[config.mk]
export PLATFORM = sky130hd
export DESIGN_NAME = mem_stage_ctrl
export DESIGN_NICKNAME = d
export VERILOG_FILES = /design/src/rtl/rv_pipe_pkg.sv /design/src/rtl/wb_mux.sv /design/src/rtl/mem_stage_ctrl.sv
export SDC_FILE = /design/constraint.sdc
export NUM_CORES = 1
export LEC_CHECK = 0
export ABC_CLOCK_PERIOD_IN_PS = 2400
export CAP_MARGIN = 0
export CORE_ASPECT_RATIO = 0.75
export CORE_MARGIN = 2
export CORE_UTILIZATION = 30
export CTS_CLUSTER_DIAMETER = 100
export CTS_CLUSTER_SIZE = 10
export DETAILED_ROUTE_END_ITERATION = 8
export PLACE_DENSITY = 0.73
export SLEW_MARGIN = 10
export SYNTH_ARGS = -nofsm -noshare
export SYNTH_HDL_FRONTEND = slang
export SYNTH_SLANG_ARGS = --single-unit
[constraint.sdc]
create_clock -name clk -period 2.4 [get_ports clk]
set_input_delay 0.36 -clock clk [delete_from_list [all_inputs] [get_ports clk]]
set_output_delay 0.36 -clock clk [all_outputs]
set_load 0.01 [all_outputs]
[src/rtl/rv_pipe_pkg.sv]
// Shared pipeline definitions: write-back select encodings, MEM-stage FSM
// states, the default data-memory timeout, and the MEM/WB register record.
package rv_pipe_pkg;

  localparam logic [1:0] WB_ALU = 2'b00;
  localparam logic [1:0] WB_MEM = 2'b01;
  localparam logic [1:0] WB_PC4 = 2'b10;

  localparam int DEFAULT_TIMEOUT = 16;

  typedef enum logic {
    ST_IDLE = 1'b0,
    ST_BUSY = 1'b1
  } mem_state_e;

  // All-zero value of this record is the pipeline bubble.
  typedef struct packed {
    logic [31:0] read_data;
    logic [31:0] alu_result;
    logic [31:0] pc_plus4;
    logic [4:0]  rd;
    logic [1:0]  mem2reg;
    logic        reg_write;
  } memwb_t;

endpackage

[src/rtl/wb_mux.sv]
// Write-back select shared by the MEM and WB stages.
// Ports:
//   i_sel  - mem2reg select (WB_ALU / WB_MEM / WB_PC4, 2'b11 gives 0)
//   i_alu  - ALU result
//   i_mem  - load data
//   i_pc4  - return address
//   o_data - selected write-back value
module wb_mux
  import rv_pipe_pkg::*;
(
  input  logic [1:0]  i_sel,
  input  logic [31:0] i_alu,
  input  logic [31:0] i_mem,
  input  logic [31:0] i_pc4,
  output logic [31:0] o_data
);

  always_comb begin
    o_data = '0;
    case (i_sel)
      WB_ALU:  o_data = i_alu;
      WB_MEM:  o_data = i_mem;
      WB_PC4:  o_data = i_pc4;
      default: o_data = '0;
    endcase
  end

endmodule

[src/rtl/mem_stage_ctrl.sv]
// MEM stage of the five-stage pipeline: issues word loads/stores to a
// variable-latency data memory over req/ack, stalls upstream while an access
// is outstanding, and drives the MEM/WB register.
//
// state | meaning
// IDLE  | no access outstanding; non-memory ops pass in one cycle
// BUSY  | dmem_req held, waiting for dmem_ack or timeout
//
// Ports:
//   clk, rst_n             - clock, synchronous active-low reset
//   *_EXMEM                - EX/MEM register contents (held stable while stalled)
//   dmem_req/we/addr/wdata - data memory request, latched for the whole access
//   dmem_ack/rdata         - single-cycle completion and load data
//   mem_stall              - freeze upstream stages, bubble into MEM/WB
//   *_MEMWB                - MEM/WB register
//   memData_Out_MEM        - write-back value forwarded to EX
//   misalign_err, bus_err  - one-cycle error pulses
module mem_stage_ctrl
  import rv_pipe_pkg::*;
#(
  parameter int TIMEOUT_CYCLES = DEFAULT_TIMEOUT,
  parameter int CNT_W          = 5
) (
  input  logic        clk,
  input  logic        rst_n,
  input  logic [31:0] read_Address_EXMEM,
  input  logic [31:0] write_Data_EXMEM,
  input  logic [31:0] PC_plus4_EXMEM,
  input  logic [4:0]  rd_EXMEM,
  input  logic        memRead_EXMEM,
  input  logic        memWrite_EXMEM,
  input  logic [1:0]  mem2reg_EXMEM,
  input  logic        RegWrite_EXMEM,
  output logic        dmem_req,
  output logic        dmem_we,
  output logic [31:0] dmem_addr,
  output logic [31:0] dmem_wdata,
  input  logic        dmem_ack,
  input  logic [31:0] dmem_rdata,
  output logic        mem_stall,
  output logic [31:0] read_data_MEMWB,
  output logic [31:0] alu_result_MEMWB,
  output logic [31:0] PC_plus4_MEMWB,
  output logic [4:0]  rd_MEMWB,
  output logic [1:0]  mem2reg_MEMWB,
  output logic        RegWrite_MEMWB,
  output logic [31:0] memData_Out_MEM,
  output logic        misalign_err,
  output logic        bus_err
);

  localparam logic [CNT_W-1:0] LP_CNT_LAST = CNT_W'(TIMEOUT_CYCLES - 1);

  mem_state_e       r_state;
  logic [CNT_W-1:0] r_cnt;
  logic             r_req;
  logic             r_we;
  logic [31:0]      r_addr;
  logic [31:0]      r_wdata;
  memwb_t           r_memwb;
  logic             r_misalign;
  logic             r_bus_err;

  logic   w_access;
  logic   w_aligned;
  logic   w_cnt_last;
  memwb_t w_cap;

  assign w_access   = memRead_EXMEM | memWrite_EXMEM;
  assign w_aligned  = (read_Address_EXMEM[1:0] == 2'b00);
  assign w_cnt_last = (r_cnt == LP_CNT_LAST);

  // EX/MEM fields as they land in MEM/WB when no load data is involved.
  always_comb begin
    w_cap            = '0;
    w_cap.alu_result = read_Address_EXMEM;
    w_cap.pc_plus4   = PC_plus4_EXMEM;
    w_cap.rd         = rd_EXMEM;
    w_cap.mem2reg    = mem2reg_EXMEM;
    w_cap.reg_write  = RegWrite_EXMEM;
  end

  // Ack wins over a coinciding timeout.
  assign mem_stall = ((r_state == ST_IDLE) & w_access & w_aligned) |
                     ((r_state == ST_BUSY) & ~dmem_ack & ~w_cnt_last);

  always_ff @(posedge clk) begin
    if (!rst_n) begin
      r_state    <= ST_IDLE;
      r_cnt      <= '0;
      r_req      <= 1'b0;
      r_we       <= 1'b0;
      r_addr     <= '0;
      r_wdata    <= '0;
      r_memwb    <= '0;
      r_misalign <= 1'b0;
      r_bus_err  <= 1'b0;
    end else begin
      r_misalign <= 1'b0;
      r_bus_err  <= 1'b0;
      case (r_state)
        ST_IDLE: begin
          r_cnt <= '0;
          if (w_access && w_aligned) begin
            r_state <= ST_BUSY;
            r_req   <= 1'b1;
            r_we    <= memWrite_EXMEM;
            r_addr  <= read_Address_EXMEM;
            r_wdata <= write_Data_EXMEM;
            r_memwb <= '0;
          end else begin
            // A misaligned access retires without writing the register file.
            r_memwb           <= w_cap;
            r_memwb.reg_write <= RegWrite_EXMEM & ~w_access;
            r_misalign        <= w_access;
          end
        end
        ST_BUSY: begin
          if (dmem_ack) begin
            r_state           <= ST_IDLE;
            r_req             <= 1'b0;
            r_cnt             <= '0;
            r_memwb           <= w_cap;
            r_memwb.read_data <= r_we ? 32'd0 : dmem_rdata;
          end else if (w_cnt_last) begin
            r_state           <= ST_IDLE;
            r_req             <= 1'b0;
            r_cnt             <= '0;
            r_memwb           <= w_cap;
            r_memwb.reg_write <= 1'b0;
            r_bus_err         <= 1'b1;
          end else begin
            r_cnt   <= r_cnt + CNT_W'(1);
            r_memwb <= '0;
          end
        end
        default: begin
          r_state <= ST_IDLE;
          r_req   <= 1'b0;
          r_cnt   <= '0;
        end
      endcase
    end
  end

  assign dmem_req         = r_req;
  assign dmem_we          = r_we;
  assign dmem_addr        = r_addr;
  assign dmem_wdata       = r_wdata;
  assign read_data_MEMWB  = r_memwb.read_data;
  assign alu_result_MEMWB = r_memwb.alu_result;
  assign PC_plus4_MEMWB   = r_memwb.pc_plus4;
  assign rd_MEMWB         = r_memwb.rd;
  assign mem2reg_MEMWB    = r_memwb.mem2reg;
  assign RegWrite_MEMWB   = r_memwb.reg_write;
  assign misalign_err     = r_misalign;
  assign bus_err          = r_bus_err;

  wb_mux u_wb_mux (
    .i_sel  (r_memwb.mem2reg),
    .i_alu  (r_memwb.alu_result),
    .i_mem  (r_memwb.read_data),
    .i_pc4  (r_memwb.pc_plus4),
    .o_data (memData_Out_MEM)
  );

endmodule

==> flow_summary_export.csv <==
group,metric,value,unit
power_and_ir_drop,ir_drop,414.1,uV
hold_path,min_path_type,"input pin to flop",
sta,worst_pin_slew,0.6795,ns
cts,htree_levels,4,
floorplanning,fp.dieH,130.6,um
hold_path,min_to,"bus_err",
sta,whs,0.2846,ns
finish,n_antenna_cell,0,
grt,grt_pass1_vias,5178,
route,drt-wirelength-per-cell,16.34,um
finish,drive_gt1_share,10.73,%
sta,slew_violations,0,
finish,syn_to_final_growth,68.94,%
sta,min_period,2.327,ns
critical_path,worstSetupEndpointType,"output port",
route,drtIter0Drc,234,
floorplanning,coreArea,21070,um^2
hold_path,hold-path-cell-count,3,
cts,clkSinkCount,178,
sta,rsz0062_at_grt,"no",
run,cap_violations,0,
cts,clockBufferDepth,2,
route,wl_met1,9.556,mm
sta,hold_viol,0,
outcome,status,"finished, final reports clean",
grt,grt-ovfl-total,0,
cts,cts_tree,"done",
floorplanning,pin_count,346,
critical_path,r2r-end,"PC_plus4_MEMWB[17]",
floorplanning,die_w,172.8,um
sta,skew,0.01107,ns
finish,layout_commonest_cell,"clkdlybuf4s50_1",
route,vias,5544,
hold_path,hold_start,"rst_n",
route,route.met3.wl,1.587,mm
power_and_ir_drop,power_density,655.4,nW/um^2
sta,slew_headroom,54.70,%
finish,final_util,51.41,%
grt,grt_max_degree,71,
finish,nNetsFinal,1128,
sta,clock.fmax,429.7,MHz
floorplanning,rows,46,
finish,regArea,3565,um^2
critical_path,cp.arrival,1.97,ns
finish,final.fill_count,1966,
route,drt_first_pass_iters,5,
grt,grtUsageTotal,17.76,%
synth,syn-cell-area,6410,um^2
placed_design,finalWeightedCongestion,0.8517,
critical_path,critPathKind,"flop to output port",
synth,syn_inst,648,
route,drt_wl_total,21.00,mm
synth,ys_seq_area_share,55.59,%
placed_design,port_buffers,345,
synth,synth_area_leaders,"dfxtp_1 56%, mux2i_1 15%, nand2_1 9.6%",
critical_path,reg2reg_from,"r_cnt[0]",
critical_path,crit_path_start_kind,"flop",
grt,grt_pass1_wl,30.48,mm
cts,clk_latency,0.43,ns
sta,setup_viol,0,
cts,cts_buffers,17,
placed_design,dpl.cell_count,1253,
route,vias_per_cell,4.314,
grt,antenna_found_initial,0,
finish,multi_input_area,2676,um^2
sta,tns,0,ns
power_and_ir_drop,p_leak,4.099,nW
route,ant_nets,0,
route,drc,0,
synth,synth_seq_cells,178,
synth,syn-num-nets,792,
finish,finalNonFillerCells,1285,
floorplanning,start_util,30.43,%
route,routed.top_layer,"met4",
finish,final_cell_mix,"343 x clkdlybuf4s50_1, 177 x dfxtp_1, 164 x nand2_1",
synth,yosysTopAreaCell,"dfxtp_1",
synth,yosys.area.top_type_share,55.59,%
cts,cts_root_buf,"clkbuf_16",
synth,ys.warnings.count,0,
floorplanning,dieArea,22560,um^2
synth,avgSynthCellArea,9.892,um^2
critical_path,r2r_cells,7,
cts,path_clk_slew,0.07,ns
critical_path,cp.required,2.04,ns
critical_path,rrSetupSlack,0.49,ns
sta,fin_crit_sh,96.96,%
critical_path,worstPathMaxFanout,18,
placed_design,hpwl,15.68,mm
route,dr_wl_met2,9.662,mm
synth,yosys.cell_types.count,24,
worst max-delay path by stage:
stage	from	end	slack, ns	cells past startpoint
6_report	mem2reg_MEMWB[0]	memData_Out_MEM[14]	0.07	4
5_1_grt	mem2reg_MEMWB[0]	memData_Out_MEM[14]	0.0003	4
4_1_cts	mem2reg_MEMWB[0]	memData_Out_MEM[28]	0.01	4
3_5_place_dp	r_cnt[0]	mem_stall	0.13	7
3_3_place_gp	r_cnt[0]	mem_stall	0.16	7
2_1_floorplan	r_cnt[0]	PC_plus4_MEMWB[0]	0.71	7
layout make-up:
cell class | instances | area share [%]
Inverter | 3 | 0.1040
Clock inverter | 14 | 1.583
Tap cell | 288 | 3.328
Timing Repair Buffer | 360 | 33.39
Multi-Input combinational cell | 424 | 24.71
Sequential cell | 178 | 32.92
Clock buffer | 18 | 3.963
logic make-up after synthesis:
group	synth area share, %
buf+inv	3.201
xor+xnor	0.2733
compound gates	3.299
mux	14.84
fa+ha+maj	0.5857
flops	55.59
simple gates	22.21
report_power, final:
group          total, mW  switching [mW]  internal [mW]
logic               1.06           0.419          0.645
registers           3.17          0.0793           3.09
clock network       2.87            1.29           1.58
total               7.10            1.79           5.31
critical path, stage by stage (launching register included):
cell	delay [ns]
dfxtp_2	0.39
buf_12	0.20
mux2i_1	0.32
o21ai_0	0.13
clkdlybuf4s50_1	0.49
synth_stat cells:
library cell  number
a21oi_1            3
nand3_1            1
dfxtp_1          178
buf_6              2
nor2_1             8
buf_4              2
o21ai_0           33
and3_1             5
and2_1            51
a221oi_2           1
nand2_1          164
xnor2_1            1
ha_1               3
or3_1              1
mux2i_1           95
nor3b_1            3
and2_2            51
nor2b_1            1
clkbuf_1          31
xor2_1             1
o21ba_4            1
inv_1              3
buf_2              8
nor3_1             1
registers in the layout, indices dropped and copies added (netlist names):
| signal | flops |
|---|---|
| bus_err | 1 |
| PC_plus4_MEMWB | 32 |
| r_cnt | 5 |
| dmem_req | 1 |
| misalign_err | 1 |
| rd_MEMWB | 5 |
| dmem_we | 1 |
| RegWrite_MEMWB | 1 |
| dmem_wdata | 32 |
| read_data_MEMWB | 32 |
| dmem_addr | 32 |
| alu_result_MEMWB | 32 |
| r_state | 1 |
| mem2reg_MEMWB | 2 |
metal layers:
layer / GRT usage (%) / vias up
li1: - / 2761
met1: 23.31 / 2569
met2: 28.30 / 200
met3: 6.221 / 14
met4: 4.187 / 0
met5: 0 / -
what timing repair did:
action / 4_1_cts / 5_1_grt
hold buffers: 0 / 0
setup endpoints to repair: 5 / 1
pin swaps: 1 / 0
gates resized for setup: 8 / 2
buffers inserted: 0 / 0
stage by stage:
step / worst slack, ns / power (mW) / cell area [um^2]
finish: 0.07292 / 7.098 / 10830
global route: 0.0003222 / 7.397 / 10830
CTS: 0.01421 / 7.199 / 10830
detailed placement: 0.1280 / 4.300 / 10210
global placement: 0.1588 / 4.289 / 10210
floorplan: 0.7095 / 3.606 / 6410
Power figures use the tool's default switching activity.
